<file path="config.mk">
export PLATFORM = sky130hd
export DESIGN_NAME = spi_slave_port
export DESIGN_NICKNAME = d
export VERILOG_FILES = /design/src/rtl/spi_pkg.sv /design/src/rtl/spi_sync_edge.sv /design/src/rtl/spi_slave_port.sv
export SDC_FILE = /design/constraint.sdc
export NUM_CORES = 1
export LEC_CHECK = 0
export BUFFER_PORTS_ARGS = -buffer_cell sky130_fd_sc_hd__buf_2
export CAP_MARGIN = 20
export CORE_MARGIN = 2
export CORE_UTILIZATION = 45
export CTS_CLUSTER_DIAMETER = 30
export CTS_CLUSTER_SIZE = 30
export DETAILED_ROUTE_END_ITERATION = 7
export PLACE_DENSITY_LB_ADDON = 0.3
export SYNTH_ARGS = -nofsm -noshare
export SYNTH_HDL_FRONTEND = slang
export SYNTH_SLANG_ARGS = --single-unit
</file>
<file path="constraint.sdc">
create_clock -name clk -period 2.15 [get_ports clk]
set_input_delay 0.3225 -clock clk [delete_from_list [all_inputs] [get_ports clk]]
set_output_delay 0.3225 -clock clk [all_outputs]
set_load 0.05 [all_outputs]
</file>
<file path="src/rtl/spi_pkg.sv">
// Shared types and helpers for the SPI slave port.
//   spi_mode_t  : frame mode latched at frame start (cpol, cpha, msb_first)
//   spi_state_t : frame tracking state
//   out_bit / shift_out / shift_in : bit-order aware shift helpers
package spi_pkg;

  localparam int BYTE_W    = 8;
  localparam int BIT_CNT_W = 3;

  typedef struct packed {
    logic cpol;
    logic cpha;
    logic msb_first;
  } spi_mode_t;

  typedef enum logic {
    ST_IDLE  = 1'b0,
    ST_FRAME = 1'b1
  } spi_state_t;

  // Bit that goes onto MISO next.
  function automatic logic out_bit(input logic [BYTE_W-1:0] b, input logic msb_first);
    return msb_first ? b[BYTE_W-1] : b[0];
  endfunction

  // Drop the bit just driven.
  function automatic logic [BYTE_W-1:0] shift_out(input logic [BYTE_W-1:0] b,
                                                  input logic msb_first);
    return msb_first ? {b[BYTE_W-2:0], 1'b0} : {1'b0, b[BYTE_W-1:1]};
  endfunction

  // MSB-first fills from the LSB upward; LSB-first fills from the MSB downward.
  function automatic logic [BYTE_W-1:0] shift_in(input logic [BYTE_W-1:0] b,
                                                 input logic bit_in,
                                                 input logic msb_first);
    return msb_first ? {b[BYTE_W-2:0], bit_in} : {bit_in, b[BYTE_W-1:1]};
  endfunction

endpackage

</file>
<file path="src/rtl/spi_sync_edge.sv">
// Multi-flop synchronizer with registered edge pulses.
//   clk, nrst : system clock, async active-low reset
//   d         : asynchronous input
//   q         : synchronized level
//   rise/fall : one-cycle pulses, one register after q changes
module spi_sync_edge #(
  parameter int unsigned DEPTH   = 2,
  parameter logic        RST_VAL = 1'b0
) (
  input  logic clk,
  input  logic nrst,
  input  logic d,
  output logic q,
  output logic rise,
  output logic fall
);

  logic [DEPTH-1:0] chain;
  logic             prev;

  always_ff @(posedge clk or negedge nrst) begin
    if (!nrst) begin
      chain <= {DEPTH{RST_VAL}};
      prev  <= RST_VAL;
      rise  <= 1'b0;
      fall  <= 1'b0;
    end else begin
      chain <= {chain[DEPTH-2:0], d};
      prev  <= chain[DEPTH-1];
      rise  <= chain[DEPTH-1] & ~prev;
      fall  <= ~chain[DEPTH-1] & prev;
    end
  end

  assign q = chain[DEPTH-1];

endmodule

</file>
<file path="src/rtl/spi_slave_port.sv">
// Byte-oriented SPI slave, oversampled in the clk domain.
//   spi_clk/spi_mosi/spi_cs_n : async pins from the master
//   spi_miso, spi_miso_oe     : serial data back, enabled while in a frame
//   cpol/cpha/msb_first       : mode, latched at frame start
//   tx_data/tx_valid/tx_ready : one-entry TX holding register
//   rx_data/rx_valid/rx_ready : RX output register
//   rx_overrun, tx_underrun   : one-cycle error pulses
//   frame_active              : synchronized, inverted spi_cs_n
module spi_slave_port
  import spi_pkg::*;
#(
  parameter int unsigned        SYNC_STAGES = 2,
  parameter logic [BYTE_W-1:0]  IDLE_BYTE   = 8'hFF
) (
  input  logic              clk,
  input  logic              nrst,
  input  logic              cpol,
  input  logic              cpha,
  input  logic              msb_first,
  input  logic              spi_clk,
  input  logic              spi_mosi,
  input  logic              spi_cs_n,
  output logic              spi_miso,
  output logic              spi_miso_oe,
  input  logic [BYTE_W-1:0] tx_data,
  input  logic              tx_valid,
  output logic              tx_ready,
  output logic [BYTE_W-1:0] rx_data,
  output logic              rx_valid,
  input  logic              rx_ready,
  output logic              rx_overrun,
  output logic              tx_underrun,
  output logic              frame_active
);

  logic sclk_level_unused, sclk_rise, sclk_fall;
  logic cs_level, cs_rise, cs_fall;
  logic [SYNC_STAGES-1:0] mosi_sync;
  logic mosi_bit;

  spi_sync_edge #(.DEPTH(SYNC_STAGES), .RST_VAL(1'b0)) u_sclk_sync (
    .clk(clk), .nrst(nrst), .d(spi_clk),
    .q(sclk_level_unused), .rise(sclk_rise), .fall(sclk_fall)
  );

  spi_sync_edge #(.DEPTH(SYNC_STAGES), .RST_VAL(1'b1)) u_cs_sync (
    .clk(clk), .nrst(nrst), .d(spi_cs_n),
    .q(cs_level), .rise(cs_rise), .fall(cs_fall)
  );

  always_ff @(posedge clk or negedge nrst) begin
    if (!nrst) mosi_sync <= '0;
    else       mosi_sync <= {mosi_sync[SYNC_STAGES-2:0], spi_mosi};
  end
  assign mosi_bit = mosi_sync[SYNC_STAGES-1];

  spi_state_t            state_q, state_d;
  spi_mode_t             mode_q;
  logic [BIT_CNT_W-1:0]  bit_cnt;
  logic [BYTE_W-1:0]     rx_shift, tx_shift, tx_hold;
  logic                  tx_full, first_byte;

  logic lead_edge, trail_edge, sample_edge, shift_edge, byte_done, load_req;
  logic [BYTE_W-1:0] rx_next, load_byte, shift_src;

  always_ff @(posedge clk or negedge nrst) begin
    if (!nrst) state_q <= ST_IDLE;
    else       state_q <= state_d;
  end

  // Frame edges win over a same-cycle clock edge.
  always_comb begin
    state_d = state_q;
    if (cs_fall)      state_d = ST_FRAME;
    else if (cs_rise) state_d = ST_IDLE;
  end

  always_comb begin
    lead_edge   = 1'b0;
    trail_edge  = 1'b0;
    if (state_q == ST_FRAME && !cs_fall && !cs_rise) begin
      lead_edge  = mode_q.cpol ? sclk_fall : sclk_rise;
      trail_edge = mode_q.cpol ? sclk_rise : sclk_fall;
    end
    sample_edge = mode_q.cpha ? trail_edge : lead_edge;
    shift_edge  = mode_q.cpha ? lead_edge  : trail_edge;
    byte_done   = sample_edge && (bit_cnt == '1);
    rx_next     = shift_in(rx_shift, mosi_bit, mode_q.msb_first);
    load_byte   = tx_full ? tx_hold : IDLE_BYTE;
    // cpha=0 reloads at the wrap; cpha=1 reloads on the leading edge that
    // starts every byte after the first (the first came from frame start).
    load_req    = cs_fall
               || (byte_done && !mode_q.cpha)
               || (shift_edge && mode_q.cpha && bit_cnt == '0 && !first_byte);
    shift_src   = (mode_q.cpha && bit_cnt == '0 && !first_byte) ? load_byte : tx_shift;
  end

  always_ff @(posedge clk or negedge nrst) begin
    if (!nrst) begin
      mode_q      <= '0;
      bit_cnt     <= '0;
      rx_shift    <= '0;
      tx_shift    <= '0;
      tx_hold     <= '0;
      tx_full     <= 1'b0;
      first_byte  <= 1'b0;
      spi_miso    <= 1'b1;
      rx_data     <= '0;
      rx_valid    <= 1'b0;
      rx_overrun  <= 1'b0;
      tx_underrun <= 1'b0;
    end else begin
      rx_overrun  <= 1'b0;
      tx_underrun <= 1'b0;

      if (load_req) begin
        if (tx_full) tx_full     <= 1'b0;
        else         tx_underrun <= 1'b1;
      end
      if (tx_valid && !tx_full) begin
        tx_hold <= tx_data;
        tx_full <= 1'b1;
      end

      if (rx_valid && rx_ready) rx_valid <= 1'b0;
      if (byte_done) begin
        if (!rx_valid || rx_ready) begin
          rx_data  <= rx_next;
          rx_valid <= 1'b1;
        end else begin
          rx_overrun <= 1'b1;
        end
      end

      if (cs_fall) begin
        mode_q     <= '{cpol: cpol, cpha: cpha, msb_first: msb_first};
        bit_cnt    <= '0;
        rx_shift   <= '0;
        first_byte <= 1'b1;
        if (cpha) begin
          tx_shift <= load_byte;
        end else begin
          spi_miso <= out_bit(load_byte, msb_first);
          tx_shift <= shift_out(load_byte, msb_first);
        end
      end else if (cs_rise) begin
        bit_cnt  <= '0;
        spi_miso <= 1'b1;
      end else begin
        if (sample_edge) begin
          rx_shift <= rx_next;
          bit_cnt  <= bit_cnt + 3'd1;
          // Whole byte parked; the following trailing edge drives its first bit.
          if (byte_done && !mode_q.cpha) tx_shift <= load_byte;
        end
        if (shift_edge) begin
          first_byte <= 1'b0;
          spi_miso   <= out_bit(shift_src, mode_q.msb_first);
          tx_shift   <= shift_out(shift_src, mode_q.msb_first);
        end
      end
    end
  end

  assign tx_ready     = ~tx_full;
  assign spi_miso_oe  = (state_q == ST_FRAME);
  assign frame_active = ~cs_level;

endmodule

</file>
Yosys cells after proc, flatten, opt, wreduce, memory -nomap -nowiden --
Index checks and enable logic that the tools add are counted.
Storage, ports and cells: bits in registers 57, logic and storage cells 114, output and inout port bits 15, input port bits 18
Operators by class: equality and inequality tests 3, reductions and logical operators 34, muxes and demuxes 43, add/subtract/negate cells 1, bitwise logic cells 9
Operators with widths (number):
- two-way mux 8 bit | 14
- two-way mux 1 bit | 26
- nonzero test 3 bit | 4
- logical AND 1 bit | 11
- two-way mux 3 bit | 3
- AND reduction 2 bit | 4
- nonzero test 2 bit | 4
- logical NOT 1 bit | 6
- NOT 1 bit | 5
- AND 1 bit | 4
- inequality test 2 bit, second input constant | 2
- adder 3 x 1 -> 3 bit, second input constant | 1
- == test 3 bit, second input constant | 1
- logical NOT 3 bit | 1
- logical OR 1 bit | 3
- AND reduction 3 bit | 1

Logic depth before layout (Yosys ltp) --
Gate-level depths: netlist of run 1.
depth after elaboration 12, depth in mapped cells 7, gate-level depth less buffers 6

Hierarchy --
From an unflattened synthesis of run 1, not the netlist that was laid out.
Unflattened totals: cell total of the unflattened synthesis 269, area total of the unflattened synthesis 2929.1 um2
By module, submodules not included:
- spi_slave_port | instances 1, area an instance 2645.0 um2, seq. area each 1177.4 um2, cells an instance 255
- spi_sync_edge at u_cs_sync | instances 1, area an instance 143.9 um2, seq. area each 128.9 um2, cells an instance 7
- spi_sync_edge at u_sclk_sync | instances 1, area an instance 140.1 um2, seq. area each 125.1 um2, cells an instance 7

Least setup slack after synthesis of run 1 --
OpenSTA, ideal clock, no wires.
path kind register to register, start register state_q, in the netlist spi_miso_oe, end register rx_data[7], clock period less this slack 2181 ps, path buffers 1, stages on the path, launching flop included 5, data required time 2023 ps, slack -31 ps, data arrival time 2054 ps, cell sequence dfrtp_1 or3b_1 buf_2 nor4_4 mux2_1
Between the ends: word-level cells in the longest chain between the ends 6
Ends and longest elaborated chain:
- start, declared | line spi_slave_port.sv:57 | spi_state_t state_q, state_d;
- start signal, assigned | line spi_slave_port.sv:68 | else state_q <= state_d;
- logical AND 1 bit * (2 in series) | line spi_slave_port.sv:81 | if (state_q == ST_FRAME && !cs_fall && !cs_rise) begin
- two-way mux 1 bit | line spi_slave_port.sv:81
- two-way mux 1 bit * | line spi_slave_port.sv:85 | sample_edge = mode_q.cpha ? trail_edge : lead_edge;
- logical AND 1 bit * | line spi_slave_port.sv:87 | byte_done = sample_edge && (bit_cnt == '1);
- AND reduction 2 bit (no line) *
- end signal, assigned | line spi_slave_port.sv:128 | rx_data <= rx_next;
- end, declared | line spi_slave_port.sv:28 | output logic [BYTE_W-1:0] rx_data,
Mark *: on every way between the ends. The rest lies on a longest branch, timed or not. A chain may end at the register's enable or synchronous reset.

Worst setup path in the final report of run 1 --
start register bit_cnt[0], end register spi_miso
Between the ends: word-level cells in the longest chain between the ends 8
Ends and longest elaborated chain:
- start, declared | line spi_slave_port.sv:59 | logic [BIT_CNT_W-1:0] bit_cnt;
- start signal, assigned | line spi_slave_port.sv:152 | bit_cnt <= bit_cnt + 3'd1;
- logical NOT 3 bit | line spi_slave_port.sv:95 | shift_src = (mode_q.cpha && bit_cnt == '0 && !first_byte) ? load_byte : tx_shift;
- logical AND 1 bit (2 in series) | line spi_slave_port.sv:95
- two-way mux 8 bit | line spi_slave_port.sv:95
- two-way mux 1 bit | line spi_pkg.sv:23 | return msb_first ? b[BYTE_W-1] : b[0];
- two-way mux 1 bit | line spi_slave_port.sv:156 | if (shift_edge) begin
- two-way mux 1 bit | line spi_slave_port.sv:146 | end else if (cs_rise) begin
- two-way mux 1 bit | line spi_slave_port.sv:135 | if (cs_fall) begin
- end signal, assigned | line spi_slave_port.sv:143 | spi_miso <= out_bit(load_byte, msb_first);
- end signal, assigned | line spi_slave_port.sv:158 | spi_miso <= out_bit(shift_src, mode_q.msb_first);
- end, declared | line spi_slave_port.sv:23 | output logic spi_miso,
Every way passes these cells. The select of a mux whose other input is x is not followed.

==> results.rst, run 1 <==
.. list-table::
   :header-rows: 1

   * - Metric
     - Value
   * - Status
     - complete, no violations
   * - Final setup TNS
     - 0 ns
   * - Cell variety after synth
     - 49
   * - Syn nets
     - 270
   * - Wire length of the first global-routing pass
     - 10.47 mm
   * - Share of cells above drive strength 1
     - 0.3156
   * - Global route overflow
     - 0
   * - CTS clk-pin slew, worst paths
     - about 0.070 ns
   * - Startpoint of the worst register-to-register path
     - bit_cnt[0]
   * - Maximum clock insertion buffer count
     - 2
   * - GRT Total Usage
     - 0.1860
   * - Instance count along the most critical hold path
     - 1
   * - # nets final
     - 317
   * - Layout Area Growth over Synthesis
     - 18.55%
   * - Setup Crit Path Kind
     - register to register
   * - Worst slack after detailed placement
     - 0.1935 ns
   * - Final RePlAce weighted congestion
     - 0.8951
   * - Setup repair after global routing missed its margin
     - no
   * - Antenna cell count
     - 0
   * - Avg WL per Cell
     - ~16 um
   * - Startpoint types
     - register
   * - Period minus WS final
     - 2.025 ns
   * - Overall die height
     - ~84 um
   * - Resized Gates After CTS
     - 0
   * - Worst slew margin
     - 0.6111
   * - Half-perimeter wire length after placement
     - 4.433 mm
   * - Critical path origin
     - bit_cnt[0]
   * - Number of setup buffers added after CTS
     - 0
   * - Number of max-slew violations in the final report
     - 0
   * - I/O pins
     - 33
   * - Die outline width
     - 84.28 um
   * - Leakage
     - between 1 and 1.5 nW
   * - Vias after detailed routing
     - 2179
   * - Final hold violation count
     - 0
   * - Area share of the leading cell type in the synthesized netlist
     - 0.4573
   * - Number of remaining DRC errors
     - 0
   * - Syn_area_per_cell
     - 11.65 um2
   * - Warnings, synthesis
     - 0
   * - Vias per cell
     - 5.765
   * - Count of buffers inserted at the top-level ports
     - 32
   * - Total setup violations reported at the end of the flow
     - 0
   * - Worst hold path type
     - input pin to register
   * - Power Density
     - just under 1000 mW/mm2
   * - Transition time at the pin with the least slew margin
     - 0.5827 ns
   * - Antenna violations before repair
     - 0
   * - Clk sinks
     - 57
   * - Pin count of the biggest net entering global routing
     - 24
   * - Initial cell density of the core
     - 0.4620
   * - # Max-Cap Violations
     - 0
   * - Final Routed Wirelength
     - 6.192 mm
   * - Number of standard cells after synthesis
     - 249
   * - Endpoint type of the worst setup path
     - register
   * - Worst clock skew
     - 0.009163 ns
   * - Hold Crit Start
     - spi_cs_n
   * - Clock Root Buffer
     - clkbuf_8
   * - Vias in the first global route
     - around 2100
   * - Flop and latch count out of synthesis
     - 57
   * - Largest cells by area after synthesis
     - dfrtp_1 46%, mux2i_1 8.6%, mux2_2 5.4%
   * - Length of the first detailed-routing pass in iterations
     - 6
   * - Total die area
     - 0.007103 mm2
   * - Netlist area before placement
     - between 0.002 and 0.003 mm2
   * - Biggest fanout along the worst timing path
     - 9
   * - Clock tree from TritonCTS
     - yes
   * - Number of clock buffers inserted by TritonCTS
     - 9
   * - Library cell with the largest summed area after synthesis
     - dfrtp_1
   * - Starting DRC count in detailed routing
     - 238
   * - Number of core rows
     - 29
   * - Post-layout worst setup margin
     - around 0.13 ns
   * - # H-tree levels
     - 3
   * - Maximum frequency from static timing analysis
     - 493.9 MHz
   * - Portion of the clock cycle consumed by the worst path in the final layout
     - 0.9417
   * - Worst IR drop on VDD
     - roughly 630 uV
   * - Portion of the post-synthesis area used by sequential elements
     - 0.4935
   * - Crit path DAT
     - 2.28 ns
   * - Final Total Pwr
     - 0.003326 W
   * - Worst reg2reg path depth
     - 6
   * - Placeable core region
     - 0.006277 mm2
   * - Post-route ant nets
     - 0
   * - Worst-Skew Late Latency
     - 0.34 ns
   * - Required time of the critical path
     - 2.41 ns
[final timing paths]
kind,to,slack [ns]
min in group asynchronous,tx_hold[5],0.49
min reg2reg,u_sclk_sync.chain[1],0.35
max,spi_miso,0.13
max reg2reg,spi_miso,0.13
min,u_cs_sync.chain[0],0.08
max in group asynchronous,spi_miso,0.97
[sequential cells by signal (all words and copies together) (netlist names)]
signal	count
rx_data	8
rx_shift	8
tx_hold	8
tx_shift	8
bit_cnt	3
mode_q	3
mosi_sync	2
u_cs_sync.chain	2
u_sclk_sync.chain	2
first_byte	1
rx_overrun	1
rx_valid	1
spi_miso	1
spi_miso_oe	1
tx_full	1
tx_underrun	1
u_cs_sync.fall	1
u_cs_sync.prev	1
u_cs_sync.rise	1
u_sclk_sync.fall	1
u_sclk_sync.prev	1
u_sclk_sync.rise	1
[critical path: stages, from the launching register on]
cell	delay (ns)
dfrtp_1	0.39
inv_1	0.09
ha_1	0.17
nor4bb_1	0.26
buf_4	0.24
mux4_2	0.50
a221o_1	0.30
[cells in the mapped netlist, drive strengths merged]
| cell type | n |
|---|---|
| dfrtp | 53 |
| mux2i | 25 |
| mux2 | 15 |
| nand3 | 14 |
| inv | 12 |
| nand2 | 12 |
| nand2b | 10 |
| nor3 | 9 |
| nor2 | 8 |
| mux4 | 7 |
| clkbuf | 6 |
| nor2b | 6 |
| o21ai | 6 |
| buf | 5 |
| o22a | 5 |
| a21oi | 4 |
| a31oi | 4 |
| a41oi | 4 |
| dfstp | 4 |
| or3 | 4 |
| a21o | 3 |
| a32oi | 3 |
| ha | 3 |
| nor4bb | 3 |
| or2 | 3 |
| clkinv | 2 |
| nor4 | 2 |
| o211ai | 2 |
| a21boi | 1 |
| a221o | 1 |
| a22oi | 1 |
| and3 | 1 |
| nand3b | 1 |
| nand4 | 1 |
| nand4bb | 1 |
| nor4b | 1 |
| o221a | 1 |
| o22ai | 1 |
| o311ai | 1 |
| o31ai | 1 |
| or3b | 1 |
| or4b | 1 |
| xnor2 | 1 |
[layout by cell type, fill, tap and decap left out, drive strengths merged, types with 2 or more instances in the layout]
cell      netlist  final
bufinv          0      2
clkinv          2      3
ha              3      3
a41oi           4      4
or3             4      4
nand2          12     12
mux2           15     15
o22a            5      5
nand2b         10     10
nor3            9      9
a21o            3      3
o211ai          2      2
clkinvlp        0      2
dfstp           4      4
a21oi           4      4
nor2            8      8
or2             3      3
mux2i          25     25
dfrtp          53     53
inv            12     12
nor4bb          3      3
o21ai           6      6
clkbuf          6     11
nand3          14     14
buf             5     46
nor4            2      2
a31oi           4      4
mux4            7      7
nor2b           6      6
a32oi           3      3
[layout make-up]
class	instances	area [um2]
flip-flops and latches	57	1433
clock inverters	5	80.08
multi-input cells	167	1370
repair buffers	47	275.3
clock buffers	11	131.4
inverters	14	52.55
well taps	77	96.34
fillers	539	2839
[report_power, final]
group	switching [W]	internal, W	total, W
logic	0.000436	0.000417	0.000853
clock network	0.000432	0.000651	0.00108
registers	0.000151	0.00124	0.00139
[kinds of logic (layout without fill, tap and decap cells)]
family | Yosys count | in the layout | synth area share
AND/OR/NAND/NOR | 78 | 78 | 0.1579
multiplexers | 47 | 47 | 0.1989
XOR/XNOR | 1 | 1 | 0.005610
buffers and inverters | 25 | 77 | 0.03408
flip-flops | 57 | 57 | 0.4935
adder cells (fa/ha/maj) | 3 | 3 | 0.01294
AO/OA/AOI/OAI | 38 | 38 | 0.09707
[what timing repair did]
item / in CTS / in global routing
hold buffers: 1 / 0
setup endpoints to repair: 0 / 0
endpoints found under the hold margin: 20 / 0
[through the flow]
stage / std cells / instance area, um2 / util / hold WS, ns
5_1_grt: 378 / 3438 / 0.5477 / 0.06788
6_report: 378 / 3438 / 0.5477 / 0.07636
3_3_place_gp: 361 / 3217 / 0.5125 / 0.3237
3_5_place_dp: 361 / 3217 / 0.5125 / 0.3259
4_1_cts: 378 / 3438 / 0.5477 / 0.06848
2_1_floorplan: 249 / 2902 / - / 0.02691
[routing by layer]
layer / GRT usage / up-vias / routed length (um) / share of wire
li1: - / 1015 / - / -
met1: 0.2594 / 1075 / 2951 / 0.48
met2: 0.2756 / 80 / 2734 / 0.44
met3: 0.04720 / 9 / 394 / 0.064
met4: 0.08358 / 0 / 111 / 0.018
met5: 0 / - / 0 / 0
(Power assumes the default switching activity.)
==> run 2: changes to the inputs <==
GPL_TIMING_DRIVEN = 0   (was default)
==> results.rst, run 2 (synthesis gave the netlist of run 1 again) <==
.. list-table::
   :header-rows: 1

   * - Metric
     - Value
   * - Status
     - complete, no violations
   * - Number of remaining DRC errors
     - 0
   * - Maximum clock insertion buffer count
     - 2
   * - Number of core rows
     - 29
   * - Total setup violations reported at the end of the flow
     - 0
   * - # H-tree levels
     - 3
   * - Required time of the critical path
     - 2.35 ns
   * - Portion of the clock cycle consumed by the worst path in the final layout
     - 0.9649
   * - Initial cell density of the core
     - 0.4620
   * - Half-perimeter wire length after placement
     - roughly 4.2 mm
   * - Vias after detailed routing
     - 2185
   * - Startpoint types
     - register
   * - Overall die height
     - about 84 um
   * - Length of the first detailed-routing pass in iterations
     - 4
   * - Vias in the first global route
     - 2026
   * - Final RePlAce weighted congestion
     - 0.9314
   * - # Max-Cap Violations
     - 0
   * - Leakage
     - about 1.5 nW
   * - Global route overflow
     - 0
   * - Top library cells by usage in the layout, fill and taps aside
     - 52 x dfrtp_1, 34 x buf_2, 24 x mux2i_1
   * - Worst IR drop on VDD
     - 629.4 uV
   * - Number of max-slew violations in the final report
     - 0
   * - Antenna cell count
     - 0
   * - Pin count of the biggest net entering global routing
     - 42
   * - # nets final
     - 319
   * - Avg WL per Cell
     - between 15 and 20 um
   * - Startpoint of the worst register-to-register path
     - u_cs_sync.fall
   * - I/O pins
     - 33
   * - Wire length of the first global-routing pass
     - ~10 mm
   * - Vias per cell
     - 5.750
   * - Share of cells above drive strength 1
     - 0.3135
   * - Maximum frequency from static timing analysis
     - between 400 and 500 MHz
   * - Layout Area Growth over Synthesis
     - 20.71%
   * - Register-to-register path setup slack
     - 0.08 ns
   * - Transition time at the pin with the least slew margin
     - 0.6936 ns
   * - Post-route ant nets
     - 0
   * - GRT Total Usage
     - 0.1866
   * - Placeable core region
     - 0.006277 mm2
   * - Starting DRC count in detailed routing
     - 375
   * - Crit path DAT
     - 2.27 ns
   * - Worst hold path type
     - input pin to register
   * - Hold Crit Start
     - spi_cs_n
   * - Number of clock buffers inserted by TritonCTS
     - 9
   * - Hold-critical path endpoint
     - u_cs_sync.chain[0]
   * - Final Total Pwr
     - 0.003504 W
   * - Instance count along the most critical hold path
     - 1
   * - Total die area
     - 0.007103 mm2
   * - Count of buffers inserted at the top-level ports
     - 32
   * - Die outline width
     - 84.28 um
   * - Biggest fanout along the worst timing path
     - 9
   * - Clock Root Buffer
     - clkbuf_8
   * - Period minus WS final
     - 2.074 ns
   * - Inst Count DP
     - 359
   * - Most common cell after layout, fill and taps aside
     - dfrtp_1
   * - Post-layout worst setup margin
     - between 0.07 and 0.08 ns
   * - Non-Filler Instances
     - 380
   * - Antenna violations before repair
     - 0
   * - Worst reg2reg path depth
     - 6
   * - CTS clk-pin slew, worst paths
     - approximately 0.07 ns
   * - Fill cell total of the finished layout
     - 527
   * - Worst-Skew Late Latency
     - 0.35 ns
   * - Setup Crit Path Kind
     - register to register
   * - Worst slew margin
     - 0.5376
   * - Clock tree from TritonCTS
     - yes
   * - Endpoint type of the worst setup path
     - register
   * - Final hold violation count
     - 0
   * - Clk sinks
     - 57
   * - Power Density
     - about 1000 mW/mm2
   * - Final Routed Wirelength
     - 6.234 mm
   * - Worst reg2reg path endpoint
     - tx_shift[6]
   * - Critical path origin
     - u_cs_sync.fall
   * - Worst slack after detailed placement
     - -0.1026 ns
   * - Worst clock skew
     - a little under 0.009 ns
## run 2: metal layers
metal,vias to the layer above,part of all wire,track usage
li1,1024,-,-
met1,1054,0.46,0.2717
met2,94,0.44,0.2619
met3,13,0.071,0.04326
met4,0,0.023,0.09238
met5,-,0,0
## run 2: layout make-up
type                       count  area, um2  area share
buffer                        11      52.55     0.01501
clock buffer                  10      137.6     0.03931
clock inverter                 6      113.9     0.03252
inverter                      14      52.55     0.01501
multi-input combinational    167       1395      0.3985
sequential                    57       1433      0.4092
tap                           77      96.34     0.02752
timing repair buffer          38      220.2     0.06290
## run 2: power breakdown
| part | switching, W | leakage [nW] | internal, W |
|---|---|---|---|
| combinational | 0.000457 | 0.712 | 0.000411 |
| sequential | 0.000129 | 0.667 | 0.00124 |
| clock | 0.000464 | 0.119 | 0.000805 |
| total | 0.00105 | 1.50 | 0.00245 |
## run 2: worst max path at each step
stage                        to  cells past startpoint
floorplan            rx_data[7]                      4
global placement    tx_shift[6]                      6
detailed placement  tx_shift[6]                      6
CTS                  rx_data[7]                      4
global route         rx_data[0]                      5
finish              tx_shift[6]                      6
## run 2: critical path: stages, from the launching register on
cell,delay [ns]
dfrtp_1,0.41
or3b_1,0.38
buf_2,0.21
o31ai_4,0.44
or2_1,0.17
clkbuf_4,0.18
a41oi_1,0.14
## run 2: metrics by stage
step | hold WS, ns | TNS (ns) | cell area, um2 | util
floorplan | 0.02691 | 0 | 2902 | -
global placement | 0.3352 | -0.6368 | 3158 | 0.5031
detailed placement | 0.2814 | -0.5233 | 3178 | 0.5063
CTS | 0.06541 | -0.006741 | 3455 | 0.5503
global route | 0.06000 | -0.04967 | 3501 | 0.5577
finish | 0.07936 | 0 | 3501 | 0.5577
## run 2: repair_timing
| item | 4_1_cts | 5_1_grt |
|---|---|---|
| setup buffers | 0 | 4 |
| cloned | 0 | 0 |
| gates resized for setup | 2 | 7 |
| endpoints found under the setup margin | 8 | 11 |
| pin swaps | 0 | 3 |
| hold buffers | 1 | 0 |
| hold endpoints to repair | 15 | 0 |
==> run 3: changes to the inputs <==
RECOVER_POWER = 100   (was default)
==> results.rst, run 3 (synthesis gave the netlist of run 1 again) <==
.. list-table::
   :header-rows: 1

   * - Metric
     - Value
   * - Clock Root Buffer
     - clkbuf_8
   * - Final Total Pwr
     - approximately 0.0035 W
   * - Worst reg2reg path depth
     - 6
   * - Vias in the first global route
     - 2026
   * - Final Routed Wirelength
     - 6.200 mm
   * - Instance area at placement
     - 0.003178 mm2
   * - Transition time at the pin with the least slew margin
     - around 0.9 ns
   * - Maximum frequency from static timing analysis
     - 481.7 MHz
   * - Pin count of the biggest net entering global routing
     - 42
   * - Layout Utilization
     - 0.5525
   * - Worst clock skew
     - 0.009397 ns
   * - Status
     - complete, no violations
   * - Hold Crit Start
     - spi_clk
   * - Worst hold margin
     - 0.07844 ns
   * - Antenna violations before repair
     - 0
   * - Register-to-register path setup slack
     - 0.07 ns
   * - Number of remaining DRC errors
     - 0
   * - Portion of the clock cycle consumed by the worst path in the final layout
     - 0.9655
   * - Total die area
     - 0.007103 mm2
   * - Length of the first detailed-routing pass in iterations
     - 4
   * - Largest incremental delay on the critical path
     - 0.43 ns
   * - Power Density
     - slightly above 1000 mW/mm2
   * - Fill cell total of the finished layout
     - 538
   * - Leakage
     - roughly 1.5 nW
   * - Period minus WS final
     - between 2 and 2.5 ns
   * - Global route overflow
     - 0
   * - Total setup violations reported at the end of the flow
     - 0
   * - Number of max-slew violations in the final report
     - 0
   * - CTS clk-pin slew, worst paths
     - 0.07 ns
   * - # nets final
     - ~320
   * - Startpoint types
     - register
   * - Setup Crit Path Kind
     - register to register
   * - Wire length of the first global-routing pass
     - roughly 10 mm
   * - Avg WL per Cell
     - 16.32 um
   * - Multi-input gate area in the final layout
     - 0.001395 mm2
   * - Post-route ant nets
     - 0
   * - Share of cells above drive strength 1
     - 0.2541
   * - Worst slack after detailed placement
     - -0.1026 ns
   * - Crit path DAT
     - between 2 and 2.5 ns
   * - Hold-critical path endpoint
     - u_sclk_sync.chain[0]
   * - GRT Total Usage
     - 0.1866
   * - Count of buffers inserted at the top-level ports
     - 32
   * - Endpoint type of the worst setup path
     - register
   * - Clock tree from TritonCTS
     - yes
   * - Critical path origin
     - u_cs_sync.fall
   * - I/O pins
     - 33
   * - CP Cell Sequence
     - or3b_1 > buf_2 > o31ai_4 > or2_1 > clkbuf_4 > a41oi_1
   * - Vias per cell
     - 5.755
   * - Vias after detailed routing
     - 2187
   * - Final hold violation count
     - 0
   * - Worst-Skew Late Latency
     - roughly 0.35 ns
   * - Overall die height
     - 84.28 um
   * - Layout Area Growth over Synthesis
     - 19.59%
   * - Most common cell after layout, fill and taps aside
     - dfrtp_1
   * - Antenna cell count
     - 0
   * - Starting DRC count in detailed routing
     - 417
   * - Die outline width
     - approximately 84 um
   * - Required time of the critical path
     - 2.35 ns
   * - Number of core rows
     - 29
   * - Worst-path cell with the longest stage delay
     - o31ai_4
   * - Instance count along the most critical hold path
     - 1
   * - Top library cells by usage in the layout, fill and taps aside
     - 52 x dfrtp_1, 24 x mux2i_1, 22 x clkbuf_1
   * - Half-perimeter wire length after placement
     - between 4 and 5 mm
   * - Summed area of non-filler cells in the final layout
     - 0.003468 mm2
   * - Worst IR drop on VDD
     - approximately 630 uV
   * - Biggest fanout along the worst timing path
     - 9
   * - Worst reg2reg path endpoint
     - tx_shift[6]
   * - Worst slew margin
     - 0.3897
   * - Final RePlAce weighted congestion
     - between 0.9 and 1
   * - Initial cell density of the core
     - 0.4620
   * - Worst hold path type
     - input pin to register
   * - Post-layout worst setup margin
     - roughly 0.074 ns
   * - Number of clock buffers inserted by TritonCTS
     - 9
   * - Clk sinks
     - 57
   * - Maximum clock insertion buffer count
     - 2
   * - Area used by sequential logic in the layout
     - 0.001433 mm2
   * - Startpoint of the worst register-to-register path
     - u_cs_sync.fall
   * - # Max-Cap Violations
     - 0
   * - # H-tree levels
     - 3
   * - Placeable core region
     - 0.006277 mm2
## run 3: final cells by class
cell class / instances / share of cell area
Clock inverter: 6 / 0.03283
Inverter: 14 / 0.01515
Clock buffer: 10 / 0.03968
Sequential cell: 57 / 0.4131
Multi-Input combinational cell: 167 / 0.4022
Timing Repair Buffer: 38 / 0.05411
Buffer: 11 / 0.01515
Tap cell: 77 / 0.02778
## run 3: timing repair
action,CTS,global route
resized for setup,2,7
setup buffers,0,4
hold buffers,1,0
endpoints found under the hold margin,15,0
pin swaps,0,3
endpoints found under the setup margin,8,11
## run 3: stage by stage
stage / TNS, ns / cells
6_report: 0 / 380
2_1_floorplan: 0 / 249
5_1_grt: -0.05415 / 380
4_1_cts: -0.006741 / 376
3_3_place_gp: -0.6368 / 358
3_5_place_dp: -0.5233 / 359
## run 3: critical path: cells and delay by family (launching register included)
family          cells  cell delay, ns
buf+inv             2            0.40
simple gates        2            0.55
compound gates      2            0.58
flops               1            0.41
## run 3: worst max-delay path by stage
stage | end | slack, ns | cells past startpoint
after floorplan | rx_data[7] | 0.10 | 4
after global placement | tx_shift[6] | -0.12 | 6
after detailed placement | tx_shift[6] | -0.10 | 6
after CTS | rx_data[7] | -0.007 | 4
after global routing | rx_data[0] | -0.03 | 5
final | tx_shift[6] | 0.07 | 6
## run 3: report_power, final
part | internal [W] | total, W | leakage (nW) | switching, W
Clock | 0.000805 | 0.00127 | 0.119 | 0.000467
Sequential | 0.00124 | 0.00137 | 0.666 | 0.000127
Combinational | 0.000403 | 0.000854 | 0.670 | 0.000452
## run 3: routing by layer
| layer | vias to the layer above | global-route usage | part of all wire |
|---|---|---|---|
| met5 | - | 0 | 0 |
| met1 | 1061 | 0.2717 | 0.46 |
| met3 | 9 | 0.04326 | 0.076 |
| met2 | 92 | 0.2619 | 0.45 |
| li1 | 1025 | - | - |
| met4 | 0 | 0.09238 | 0.020 |
